**src/rtl/mem_bus_master_pkg.sv**
```systemverilog
// Shared widths, memory enable encodings and FSM states for the data-memory bus master.
package mem_bus_master_pkg;

    localparam int ADDR_W = 5;
    localparam int DATA_W = 8;

    localparam logic [1:0] MEM_EN_ON  = 2'b01;
    localparam logic [1:0] MEM_EN_OFF = 2'b00;

    typedef enum logic [2:0] {
        ST_IDLE  = 3'd0,
        ST_ISSUE = 3'd1,
        ST_WAIT  = 3'd2,
        ST_VRD   = 3'd3,
        ST_VCMP  = 3'd4
    } state_t;

endpackage

```
**src/rtl/mem_bus_master.sv**
```systemverilog
// Initiator for the 32x8 data memory: one request at a time, registered outputs, one response per request.
// Optional write read-back verification is enabled with MEM_BUS_MASTER_WR_VERIFY_EN.
module mem_bus_master
    import mem_bus_master_pkg::*;
(
    input  logic              clock,
    input  logic              reset_n,
    input  logic              req_valid,
    output logic              req_ready,
    input  logic              req_write,
    input  logic [ADDR_W-1:0] req_addr,
    input  logic [DATA_W-1:0] req_wdata,
    output logic              resp_valid,
    output logic [DATA_W-1:0] resp_rdata,
    output logic              resp_err,
    output logic [ADDR_W-1:0] mem_addr,
    output logic [DATA_W-1:0] mem_wdata,
    output logic [1:0]        mem_we,
    output logic [1:0]        mem_re,
    input  logic [DATA_W-1:0] mem_rdata
);

    state_t state;
    logic   is_write;

    // mem_addr and mem_wdata double as the latched request, so they hold while idle.
    always_ff @(posedge clock or negedge reset_n) begin
        if (!reset_n) begin
            state      <= ST_IDLE;
            is_write   <= 1'b0;
            req_ready  <= 1'b1;
            resp_valid <= 1'b0;
            resp_rdata <= '0;
            resp_err   <= 1'b0;
            mem_addr   <= '0;
            mem_wdata  <= '0;
            mem_we     <= MEM_EN_OFF;
            mem_re     <= MEM_EN_OFF;
        end else begin
            resp_valid <= 1'b0;
            resp_err   <= 1'b0;
            case (state)
                ST_IDLE: begin
                    if (req_valid) begin
                        is_write  <= req_write;
                        mem_addr  <= req_addr;
                        mem_wdata <= req_wdata;
                        mem_we    <= req_write ? MEM_EN_ON : MEM_EN_OFF;
                        mem_re    <= req_write ? MEM_EN_OFF : MEM_EN_ON;
                        req_ready <= 1'b0;
                        state     <= ST_ISSUE;
                    end
                end
                ST_ISSUE: begin
                    mem_we <= MEM_EN_OFF;
                    mem_re <= MEM_EN_OFF;
                    if (is_write) begin
`ifdef MEM_BUS_MASTER_WR_VERIFY_EN
                        mem_re <= MEM_EN_ON;
                        state  <= ST_VRD;
`else
                        resp_valid <= 1'b1;
                        resp_rdata <= '0;
                        req_ready  <= 1'b1;
                        state      <= ST_IDLE;
`endif
                    end else begin
                        state <= ST_WAIT;
                    end
                end
                ST_WAIT: begin
                    resp_rdata <= mem_rdata;
                    resp_valid <= 1'b1;
                    req_ready  <= 1'b1;
                    state      <= ST_IDLE;
                end
`ifdef MEM_BUS_MASTER_WR_VERIFY_EN
                ST_VRD: begin
                    mem_re <= MEM_EN_OFF;
                    state  <= ST_VCMP;
                end
                // Read-back is compared against the data the write actually drove.
                ST_VCMP: begin
                    resp_rdata <= mem_rdata;
                    resp_err   <= (mem_rdata != mem_wdata);
                    resp_valid <= 1'b1;
                    req_ready  <= 1'b1;
                    state      <= ST_IDLE;
                end
`endif
                default: begin
                    mem_we    <= MEM_EN_OFF;
                    mem_re    <= MEM_EN_OFF;
                    req_ready <= 1'b1;
                    state     <= ST_IDLE;
                end
            endcase
        end
    end

endmodule

```
**config.mk**
```make
export PLATFORM = sky130hd
export DESIGN_NAME = mem_bus_master
export DESIGN_NICKNAME = d
export VERILOG_FILES = /design/src/rtl/mem_bus_master_pkg.sv /design/src/rtl/mem_bus_master.sv
export SDC_FILE = /design/constraint.sdc
export NUM_CORES = 1
export LEC_CHECK = 0
export CORE_AREA = 3 3 54 65
export CTS_BUF_LIST = sky130_fd_sc_hd__clkbuf_8
export CTS_CLUSTER_SIZE = 16
export DETAILED_ROUTE_END_ITERATION = 16
export DIE_AREA = 0 0 57 68
export GPL_ROUTABILITY_DRIVEN = 0
export PLACE_DENSITY = 0.89
export SETUP_SLACK_MARGIN = 0.3
export SLEW_MARGIN = 20
export SYNTH_ARGS = -nofsm -noshare
export SYNTH_HDL_FRONTEND = slang
export SYNTH_SLANG_ARGS = --single-unit
```
**constraint.sdc**
```tcl
create_clock -name clock -period 2 [get_ports clock]
set_clock_uncertainty 0.1 [all_clocks]
set_input_delay 0.2 -clock clock [delete_from_list [all_inputs] [get_ports clock]]
set_output_delay 0.2 -clock clock [all_outputs]
set_load 0.02 [all_outputs]
```
==> flow_summary_export.csv, run 1 <==
group,metric,value,unit
global_routing,antenna_found_initial,0,
synth,syn-mean-instance-area,12.1,um^2
synth,ys.flop_type,"dfrtp_1",
sta,max_freq,626,MHz
routing,wl,2670,um
cts,path_clk_slew,0.10,ns
global_routing,grt_usage,0.146,
synth,synth_top_area_cell,"dfrtp_1",
cts,root_buffer,"clkbuf_8",
synth,synthCells,103,
layout,antennaDiodeCount,0,
routing,routed_via_density,4.76,
critical_path,criticalPathCategory,"flip-flop to primary output",
critical_path,critPathMaxStageDelay,0.63,ns
routing,first_pass_iters,4,
critical_path,cp.arrival,1.30,ns
sta,finalSetupViolations,0,
global_routing,grt_pass1_wl,4330,um
cts,cts-buffers-inserted,3,
critical_path,crit_chain,"clkdlybuf4s50_1",
floorplan,die-height,68,um
floorplan,die_area,0.00388,mm^2
sta,holdWs,0.127,ns
synth,synthSimpleGateAreaFrac,0.102,
pwr,vdd_drop_max,935,uV
synth,seq_area_frac_synth,0.563,
routing,first_iter_violations,13,
floorplan,ios,53,
min_path,hold_path_class,"primary input to async pin",
floorplan,num_rows,21,
synth,syn_area,0.00125,mm^2
synth,synthTopCellsByCount,"dfrtp_1, nand2_1, o21ai_0",
global_routing,grt_max_degree,18,
synth,synth_mux_area_frac,0.147,
global_routing,grt_pass1_vias,897,
cts,clock-sinks,28,
floorplan,die_x,57,um
floorplan,start_util,0.431,
layout,nNetsFinal,187,
routing,drtAntennaViolNets,0,
synth,synth_compound_area_frac,0.0763,
sta,period_needed,1.60,ns
pwr,powerDensity,1620,mW/mm^2
critical_path,crit_buf_inv,1,
synth,yosysWarningCount,0,
place,dp_hpwl,2130,um
critical_path,crit_family,"buffers and inverters",
synth,synth-seq-cells,28,
layout,drive_gt1_frac,0.168,
pwr,power,2.97,mW
synth,synth_area_leaders,"dfrtp_1, mux2_4, nand2_1, mux2_2, ha_1",
critical_path,crit_path_start_kind,"flip-flop",
cts,cts_tree,"yes",
routing,routedWlPerCell,14.1,um
synth,async_flop_share,1.00,
cts,cts_buffer_depth,2,
synth,synth_edf_count,0,
routing,via_count,899,
synth,synth_xor_area_frac,0,
sta,slew_violations,0,
synth,yosysMostFrequentCell,"dfrtp_1",
cts,cts-htree-levels,1,
place,port_buffers,49,
flow_run,max_cap_viol_count,0,
pwr,leakagePower,0.813,nW
sta,fin_setup_tns,0,ns
critical_path,worstSetupEndpointType,"primary output",
floorplan,core,0.00289,mm^2
cts,worstSkewPairLatency,0.28,ns
critical_path,crit_slowest_cell,"clkdlybuf4s50_1",
sta,finalCritPeriodShare,0.798,
critical_path,crit_fanout,2,
critical_path,crit_required,1.70,ns
synth,synth_cell_types,20,
layout,synthToLayoutAreaGrowth,47.2,%
synth,synth-adder-area-share,0.0602,
synth,synth_top_family_by_area,"multiplexers",
run_status,outcome,"complete, no violations",
global_routing,grt_overflow,0,
sta,finalHoldViolations,0,
routing,route.detailed.drc,0,
synth,synth.top_cell.area_share,0.542,
sta,rsz0062_at_grt,"false",
-- worst reg2reg max path: cells and delay by family (launching register included) --
kind / cells / cell delay (ns)
adders and majority gates: 1 / 0.27
buffers and inverters: 1 / 0.14
DFF: 1 / 0.42
muxes: 1 / 0.35
and+or+nand+nor: 1 / 0.19
-- sequential cells by signal, indices dropped and copies added (netlist names) --
| name | count |
|---|---|
| is_write | 1 |
| mem_addr | 5 |
| mem_re | 1 |
| mem_wdata | 8 |
| mem_we | 1 |
| req_ready | 1 |
| resp_rdata | 8 |
| resp_valid | 1 |
| state | 2 |
-- cell type report --
class,count,area (um^2)
Timing Repair Buffer,52,512
Clock inverter,1,30.0
Multi-Input combinational cell,67,492
Sequential cell,28,702
Inverter,4,15.0
Clock buffer,3,41.3
Fill cell,225,1060
Tap cell,34,42.5
-- layer usage --
| layer | up-vias | part of all wire | wire length, um | track usage |
|---|---|---|---|---|
| met5 | - | 0 | 0 | 0 |
| met4 | 0 | 0.0086 | 23 | 0.0435 |
| met3 | 2 | 0.088 | 236 | 0.0472 |
| met2 | 39 | 0.50 | 1340 | 0.250 |
| met1 | 421 | 0.40 | 1070 | 0.178 |
| li1 | 437 | - | - | - |
-- per-stage QoR --
| stage | area (um^2) | setup slack (ns) | utilization | cells |
|---|---|---|---|---|
| 3_5_place_dp | 1760 | 0.409 | 0.610 | 185 |
| 6_report | 1830 | 0.404 | 0.635 | 189 |
| 4_1_cts | 1830 | 0.393 | 0.635 | 189 |
| 2_1_floorplan | 1250 | 0.509 | - | 105 |
| 5_1_grt | 1830 | 0.335 | 0.635 | 189 |
| 3_3_place_gp | 1760 | 0.486 | 0.610 | 185 |
-- path summary, 6_finish.rpt --
kind / startpoint / end / slack [ns] / depth (start not counted)
max: mem_addr[2]$_DFFE_PN0P_ / mem_addr[2] / 0.40 / 1
min: reset_n / resp_rdata[2]$_DFFE_PN0P_ / 0.13 / 1
min in group clock: mem_rdata[7] / resp_rdata[7]$_DFFE_PN0P_ / 0.38 / 3
min reg2reg: resp_rdata[0]$_DFFE_PN0P_ / resp_rdata[0]$_DFFE_PN0P_ / 0.39 / 2
max reg2reg: state[1]$_DFFE_PN0N_ / mem_wdata[5]$_DFFE_PN0P_ / 0.42 / 4
max in group asynchronous: reset_n / req_ready$_DFFE_PN1P_ / 1.08 / 2
-- logic make-up (layout without fill, tap and decap cells) --
| logic type | count (synthesis) | count (layout) |
|---|---|---|
| flops | 28 | 28 |
| simple gates | 28 | 28 |
| compound gates | 16 | 16 |
| mux | 14 | 14 |
| buf+inv | 10 | 60 |
| fa+ha+maj | 6 | 6 |
| other cells | 1 | 3 |
-- cells in the final DEF (no fill, tap or decap), types with 2 or more instances in the layout --
cell type         n
mux2_4            6
mux2_2            7
inv_1             4
dfrtp_1          27
nand2_1          23
buf_4             3
o21ai_0          13
clkdlybuf4s50_1  48
nor2b_1           2
clkbuf_8          3
ha_1              6
conb_1            3
-- timing repair --
action                                  CTS  global route
gates resized for setup                   1             0
hold buffers                              0             0
endpoints found under the setup margin    1             0
setup buffers                             0             0
-- power by group --
group | total, mW | internal, mW | switching (mW)
logic | 1.51 | 0.774 | 0.740
registers | 1.02 | 0.851 | 0.165
clock network | 0.445 | 0.268 | 0.176
Note: power is estimated with default switching activity, not from simulation.
==> run 2, diff against run 1 <==
--- a/config.mk
+++ b/config.mk
@@ -5,13 +5,13 @@
 export SDC_FILE = /design/constraint.sdc
 export NUM_CORES = 1
 export LEC_CHECK = 0
-export CORE_AREA = 3 3 54 65
+export CORE_AREA = 3 3 56 68
 export CTS_BUF_LIST = sky130_fd_sc_hd__clkbuf_8
 export CTS_CLUSTER_SIZE = 16
 export DETAILED_ROUTE_END_ITERATION = 16
-export DIE_AREA = 0 0 57 68
+export DIE_AREA = 0 0 59 71
 export GPL_ROUTABILITY_DRIVEN = 0
-export PLACE_DENSITY = 0.89
+export PLACE_DENSITY = 0.87
 export SETUP_SLACK_MARGIN = 0.3
 export SLEW_MARGIN = 20
 export SYNTH_ARGS = -nofsm -noshare
==> constraint.sdc (replaced) <==
create_clock -name clock -period 1.33 [get_ports clock]
set_clock_uncertainty 0.1 [all_clocks]
set_input_delay 0.133 -clock clock [delete_from_list [all_inputs] [get_ports clock]]
set_output_delay 0.133 -clock clock [all_outputs]
set_load 0.02 [all_outputs]
==> run 2 against run 1 <==
  * The flow now finishes with violations (negative setup slack)
  * Non-clock buffer count grew 18
  * Die area grew 8.1%
  * Sequential share of layout area shrank 6.0 points
  * Clock-buffer cell count is the same
  * Via count grew 14%
  * Wire length grew 26%
  * Critical path depth grew 3
  * Sequential power grew 60%
  * Highest routed layer unchanged
  * Critical path type is now flip-flop to flip-flop
==> flow_summary_export.csv, run 2 (synthesis results as in run 1) <==
group,metric,value,unit
floorplan,num_rows,23,
min_path,hold_path_class,"primary input to async pin",
global_routing,antenna_found_initial,0,
floorplan,die-height,71,um
sta,finalHoldViolations,0,
pwr,powerDensity,2550,mW/mm^2
layout,top_regs,"mem_wdata: 8 flops, resp_rdata: 8 flops, mem_addr: 5 flops",
sta,max_freq,686,MHz
run_status,outcome,"finished, violations left",
sta,rsz0062_at_grt,"true",
cts,cts-htree-levels,1,
routing,route.detailed.drc,0,
floorplan,start_util,0.380,
sta,finalCritPeriodShare,1.10,
layout,antennaDiodeCount,0,
critical_path,crit_slowest_cell,"dfrtp_1",
cts,clock-sinks,28,
sta,setup_slack,-0.128,ns
critical_path,crit_fanout,8,
routing,wl,3370,um
global_routing,grt_usage,0.170,
pwr,leakagePower,1.02,nW
floorplan,core,0.00328,mm^2
layout,nNetsFinal,206,
cts,cts_tree,"yes",
critical_path,cp.arrival,1.53,ns
sta,slew_violations,0,
critical_path,critPathMaxStageDelay,0.43,ns
layout,final_area,0.00217,mm^2
routing,first_pass_iters,4,
critical_path,crit_buf_inv,1,
cts,cts_buffer_depth,2,
run_status,violations,"negative setup slack",
sta,holdWs,0.111,ns
floorplan,ios,53,
cts,worstSkewPairLatency,0.28,ns
layout,fillers,247,
flow_run,max_cap_viol_count,0,
routing,routed_via_density,4.87,
global_routing,grt_max_degree,29,
cts,path_clk_slew,0.10,ns
global_routing,grt_pass1_wl,5440,um
cts,root_buffer,"clkbuf_8",
global_routing,grt_overflow,0,
routing,routedWlPerCell,16.0,um
sta,fin_setup_tns,-2.48,ns
cts,cts-buffers-inserted,3,
place,dpl_worst_slack,-0.151,ns
cts,ctsHoldBuffers,0,
pwr,vdd_drop_max,1400,uV
routing,first_iter_violations,46,
critical_path,crit_path_start_kind,"flip-flop",
floorplan,die_x,59,um
global_routing,grt_pass1_vias,1109,
critical_path,crit_required,1.40,ns
layout,synthToLayoutAreaGrowth,74.4,%
routing,drtAntennaViolNets,0,
critical_path,criticalPathCategory,"flip-flop to flip-flop",
routing,via_count,1027,
place,placed_area,0.00187,mm^2
sta,period_needed,1.46,ns
critical_path,crit_family,"flip-flops",
critical_path,worstSetupEndpointType,"flip-flop",
critical_path,crit_chain,"inv_2 -> ha_4 -> nand2_8 -> mux2_4",
layout,drive_gt1_frac,0.494,
floorplan,die_area,0.00419,mm^2
sta,finalSetupViolations,27,
layout,layout_common_cells,"dfrtp_1, buf_6, clkdlybuf4s50_1",
place,dp_hpwl,2310,um
pwr,power,5.55,mW
place,port_buffers,49,
## run 2: final timing paths
check	slack, ns	start	to	cells after the start
min in group clock	0.30	mem_rdata[2]	resp_rdata[2]$_DFFE_PN0P_	3
max	-0.13	state[0]$_DFFE_PN0N_	mem_wdata[6]$_DFFE_PN0P_	4
min	0.11	reset_n	resp_rdata[2]$_DFFE_PN0P_	2
max reg2reg	-0.13	state[0]$_DFFE_PN0N_	mem_wdata[6]$_DFFE_PN0P_	4
min reg2reg	0.41	req_ready$_DFFE_PN1P_	req_ready$_DFFE_PN1P_	2
max in group asynchronous	0.78	reset_n	req_ready$_DFFE_PN1P_	2
## run 2: per-layer routing
metal | vias up | GRT usage | wire [um]
met2 | 46 | 0.297 | 1760
met5 | - | 0 | 0
met4 | 0 | 0.0504 | 40
met3 | 5 | 0.0292 | 235
li1 | 479 | - | -
met1 | 497 | 0.211 | 1340
## run 2: stage by stage
stage / cells / util
finish: 211 / 0.662
global route: 211 / 0.662
CTS: 209 / 0.648
detailed placement: 191 / 0.569
global placement: 191 / 0.569
floorplan: 105 / -
## run 2: cell type report
type / instances / area, um^2 / area share
Sequential cell: 28 / 702 / 0.323
Multi-Input combinational cell: 68 / 627 / 0.288
Clock buffer: 3 / 41.3 / 0.0190
Tap cell: 37 / 46.3 / 0.0213
Timing Repair Buffer: 70 / 712 / 0.328
Clock inverter: 1 / 30.0 / 0.0138
Inverter: 4 / 15.0 / 0.00691
## run 2: timing repair
| action | in CTS | in global routing |
|---|---|---|
| cloned | 1 | 0 |
| gates resized for setup | 163 | 8 |
| hold endpoints to repair | 0 | 0 |
| endpoints found under the setup margin | 53 | 53 |
| pin swaps | 4 | 1 |
| setup buffers | 13 | 2 |
## run 2: where the power goes
part | leakage [nW] | total, mW | internal, mW | switching, mW
sequential | 0.350 | 1.63 | 1.28 | 0.352
combinational | 0.634 | 3.24 | 1.84 | 1.41
clock | 0.0357 | 0.668 | 0.403 | 0.265
==> run 3, diff against run 2 <==
--- a/config.mk
+++ b/config.mk
@@ -5,11 +5,11 @@
 export SDC_FILE = /design/constraint.sdc
 export NUM_CORES = 1
 export LEC_CHECK = 0
-export CORE_AREA = 3 3 56 68
+export CORE_AREA = 2 2 55 67
 export CTS_BUF_LIST = sky130_fd_sc_hd__clkbuf_8
 export CTS_CLUSTER_SIZE = 16
 export DETAILED_ROUTE_END_ITERATION = 16
-export DIE_AREA = 0 0 59 71
+export DIE_AREA = 0 0 57 69
 export GPL_ROUTABILITY_DRIVEN = 0
 export PLACE_DENSITY = 0.87
 export SETUP_SLACK_MARGIN = 0.3
==> run 3 against run 2 <==
  * Critical endpoint is now mem_addr[4]$_DFFE_PN0P_
  * Sequential share of layout area is 0.32 points higher
  * Final area down 0.98%
  * Largest cell class unchanged
  * Fmax is 0.31% higher
  * Critical path depth up 1
  * The flow still finishes with violations (negative setup slack)
==> flow_summary_export.csv, run 3 (synthesis results as in run 1) <==
group,metric,value,unit
routing,top_layer_used,"met4",
pwr,vdd_drop_max,1450,uV
layout,top_regs,"mem_wdata: 8 flops, resp_rdata: 8 flops, mem_addr: 5 flops",
routing,drtAntennaViolNets,0,
cts,cts_tree,"yes",
pwr,leakagePower,1.03,nW
routing,wl_met1,1370,um
critical_path,crit_family,"flip-flops",
routing,routed_via_density,4.70,
layout,layout_common_cells,"dfrtp_1, buf_6, clkdlybuf4s50_1",
cts,cts_buffer_depth,2,
critical_path,crit_chain,"inv_2 -> buf_6 -> ha_4 -> nand2_4 -> mux2_4",
floorplan,die-height,69,um
routing,routedWlPerCell,15.1,um
critical_path,worstSetupEndpointType,"flip-flop",
place,port_buffers,49,
sta,setup_slack,-0.124,ns
run_status,outcome,"finished, violations left",
routing,met3_length,153,um
layout,synthToLayoutAreaGrowth,72.7,%
layout,regArea,702,um^2
layout,fillers,238,
sta,max_freq,688,MHz
layout,multi_input_area,596,um^2
routing,route.detailed.drc,0,
floorplan,die_area,0.00393,mm^2
routing,via_count,1010,
global_routing,grt_usage,0.166,
sta,slew_violations,0,
global_routing,antenna_found_initial,0,
critical_path,criticalPathCategory,"flip-flop to flip-flop",
global_routing,grt_overflow,0,
floorplan,start_util,0.380,
min_path,hold_path_class,"primary input to async pin",
sta,finalSetupViolations,27,
critical_path,crit_required,1.40,ns
floorplan,ios,53,
pwr,powerDensity,2510,mW/mm^2
sta,holdWs,0.105,ns
sta,finalCritPeriodShare,1.09,
floorplan,num_rows,23,
routing,wl,3260,um
critical_path,cp.arrival,1.53,ns
sta,rsz0062_at_grt,"true",
floorplan,die_x,57,um
routing,first_pass_iters,4,
routing,first_iter_violations,26,
critical_path,crit_cells,5,
critical_path,crit_path_start_kind,"flip-flop",
global_routing,grt_max_degree,29,
sta,fin_setup_tns,-2.50,ns
cts,root_buffer,"clkbuf_8",
cts,cts-buffers-inserted,3,
cts,cts-htree-levels,1,
cts,clock-sinks,28,
layout,nNetsFinal,210,
flow_run,max_cap_viol_count,0,
sta,period_needed,1.45,ns
cts,path_clk_slew,0.09,ns
critical_path,r2r_cells,5,
cts,ctsHoldBuffers,0,
critical_path,crit_slowest_cell,"dfrtp_1",
global_routing,grt_pass1_wl,5080,um
routing,routed-wl-met2,1700,um
run_status,violations,"negative setup slack",
layout,antennaDiodeCount,0,
floorplan,core,0.00328,mm^2
layout,drive_gt1_frac,0.483,
layout,final_common_cell,"dfrtp_1",
cts,worstSkewPairLatency,0.28,ns
place,dp_hpwl,2260,um
sta,finalHoldViolations,0,
critical_path,crit_fanout,8,
critical_path,crit_buf_inv,2,
global_routing,grt_pass1_vias,1017,
critical_path,critPathMaxStageDelay,0.42,ns
## run 3: through the flow
step	setup WS, ns	area, um^2	total power, mW	utilization	instances
2_1_floorplan	-0.0800	1320	3.02	-	105
4_1_cts	-0.139	2080	5.20	0.634	208
3_5_place_dp	-0.193	1870	4.18	0.569	191
6_report	-0.124	2150	5.41	0.656	215
5_1_grt	-0.184	2150	5.69	0.656	215
3_3_place_gp	-0.126	1870	4.05	0.569	191
## run 3: power by group
group / leakage [nW] / total (mW) / switching, mW / internal [mW]
Sequential: 0.350 / 1.63 / 0.353 / 1.28
Clock: 0.0288 / 0.524 / 0.259 / 0.265
Combinational: 0.653 / 3.25 / 1.38 / 1.87
## run 3: per-layer routing
layer,up-vias,global-route usage
met5,-,0
met4,0,0.0543
met3,3,0.0225
met2,37,0.282
met1,485,0.215
li1,485,-
## run 3: worst register-to-register path, stage by stage (launching register included)
cell and delay [ns]:
dfrtp_1 0.42, inv_2 0.08, buf_6 0.10, ha_4 0.19, nand2_4 0.13, mux2_4 0.33
## run 3: cell type report
cell class | count | area share
timing repair buffer | 74 | 0.343
tap | 37 | 0.0215
multi-input combinational | 68 | 0.277
sequential | 28 | 0.326
clock buffer | 4 | 0.0256
inverter | 4 | 0.00698
## run 3: path summary, 6_finish.rpt
path	from	endpoint	slack, ns
hold / removal	reset_n	mem_addr[0]$_DFFE_PN0P_	0.11
max in group asynchronous	reset_n	req_ready$_DFFE_PN1P_	0.79
min in group clock	mem_rdata[2]	resp_rdata[2]$_DFFE_PN0P_	0.32
setup reg to reg	state[1]$_DFFE_PN0N_	mem_addr[4]$_DFFE_PN0P_	-0.12
hold reg to reg	req_ready$_DFFE_PN1P_	req_ready$_DFFE_PN1P_	0.40
setup / recovery	state[1]$_DFFE_PN0N_	mem_addr[4]$_DFFE_PN0P_	-0.12
## run 3: what timing repair did
action | 4_1_cts | 5_1_grt
cloned | 1 | 0
setup buffers | 12 | 7
setup endpoints to repair | 53 | 53
pin swaps | 4 | 1
resized for setup | 157 | 7
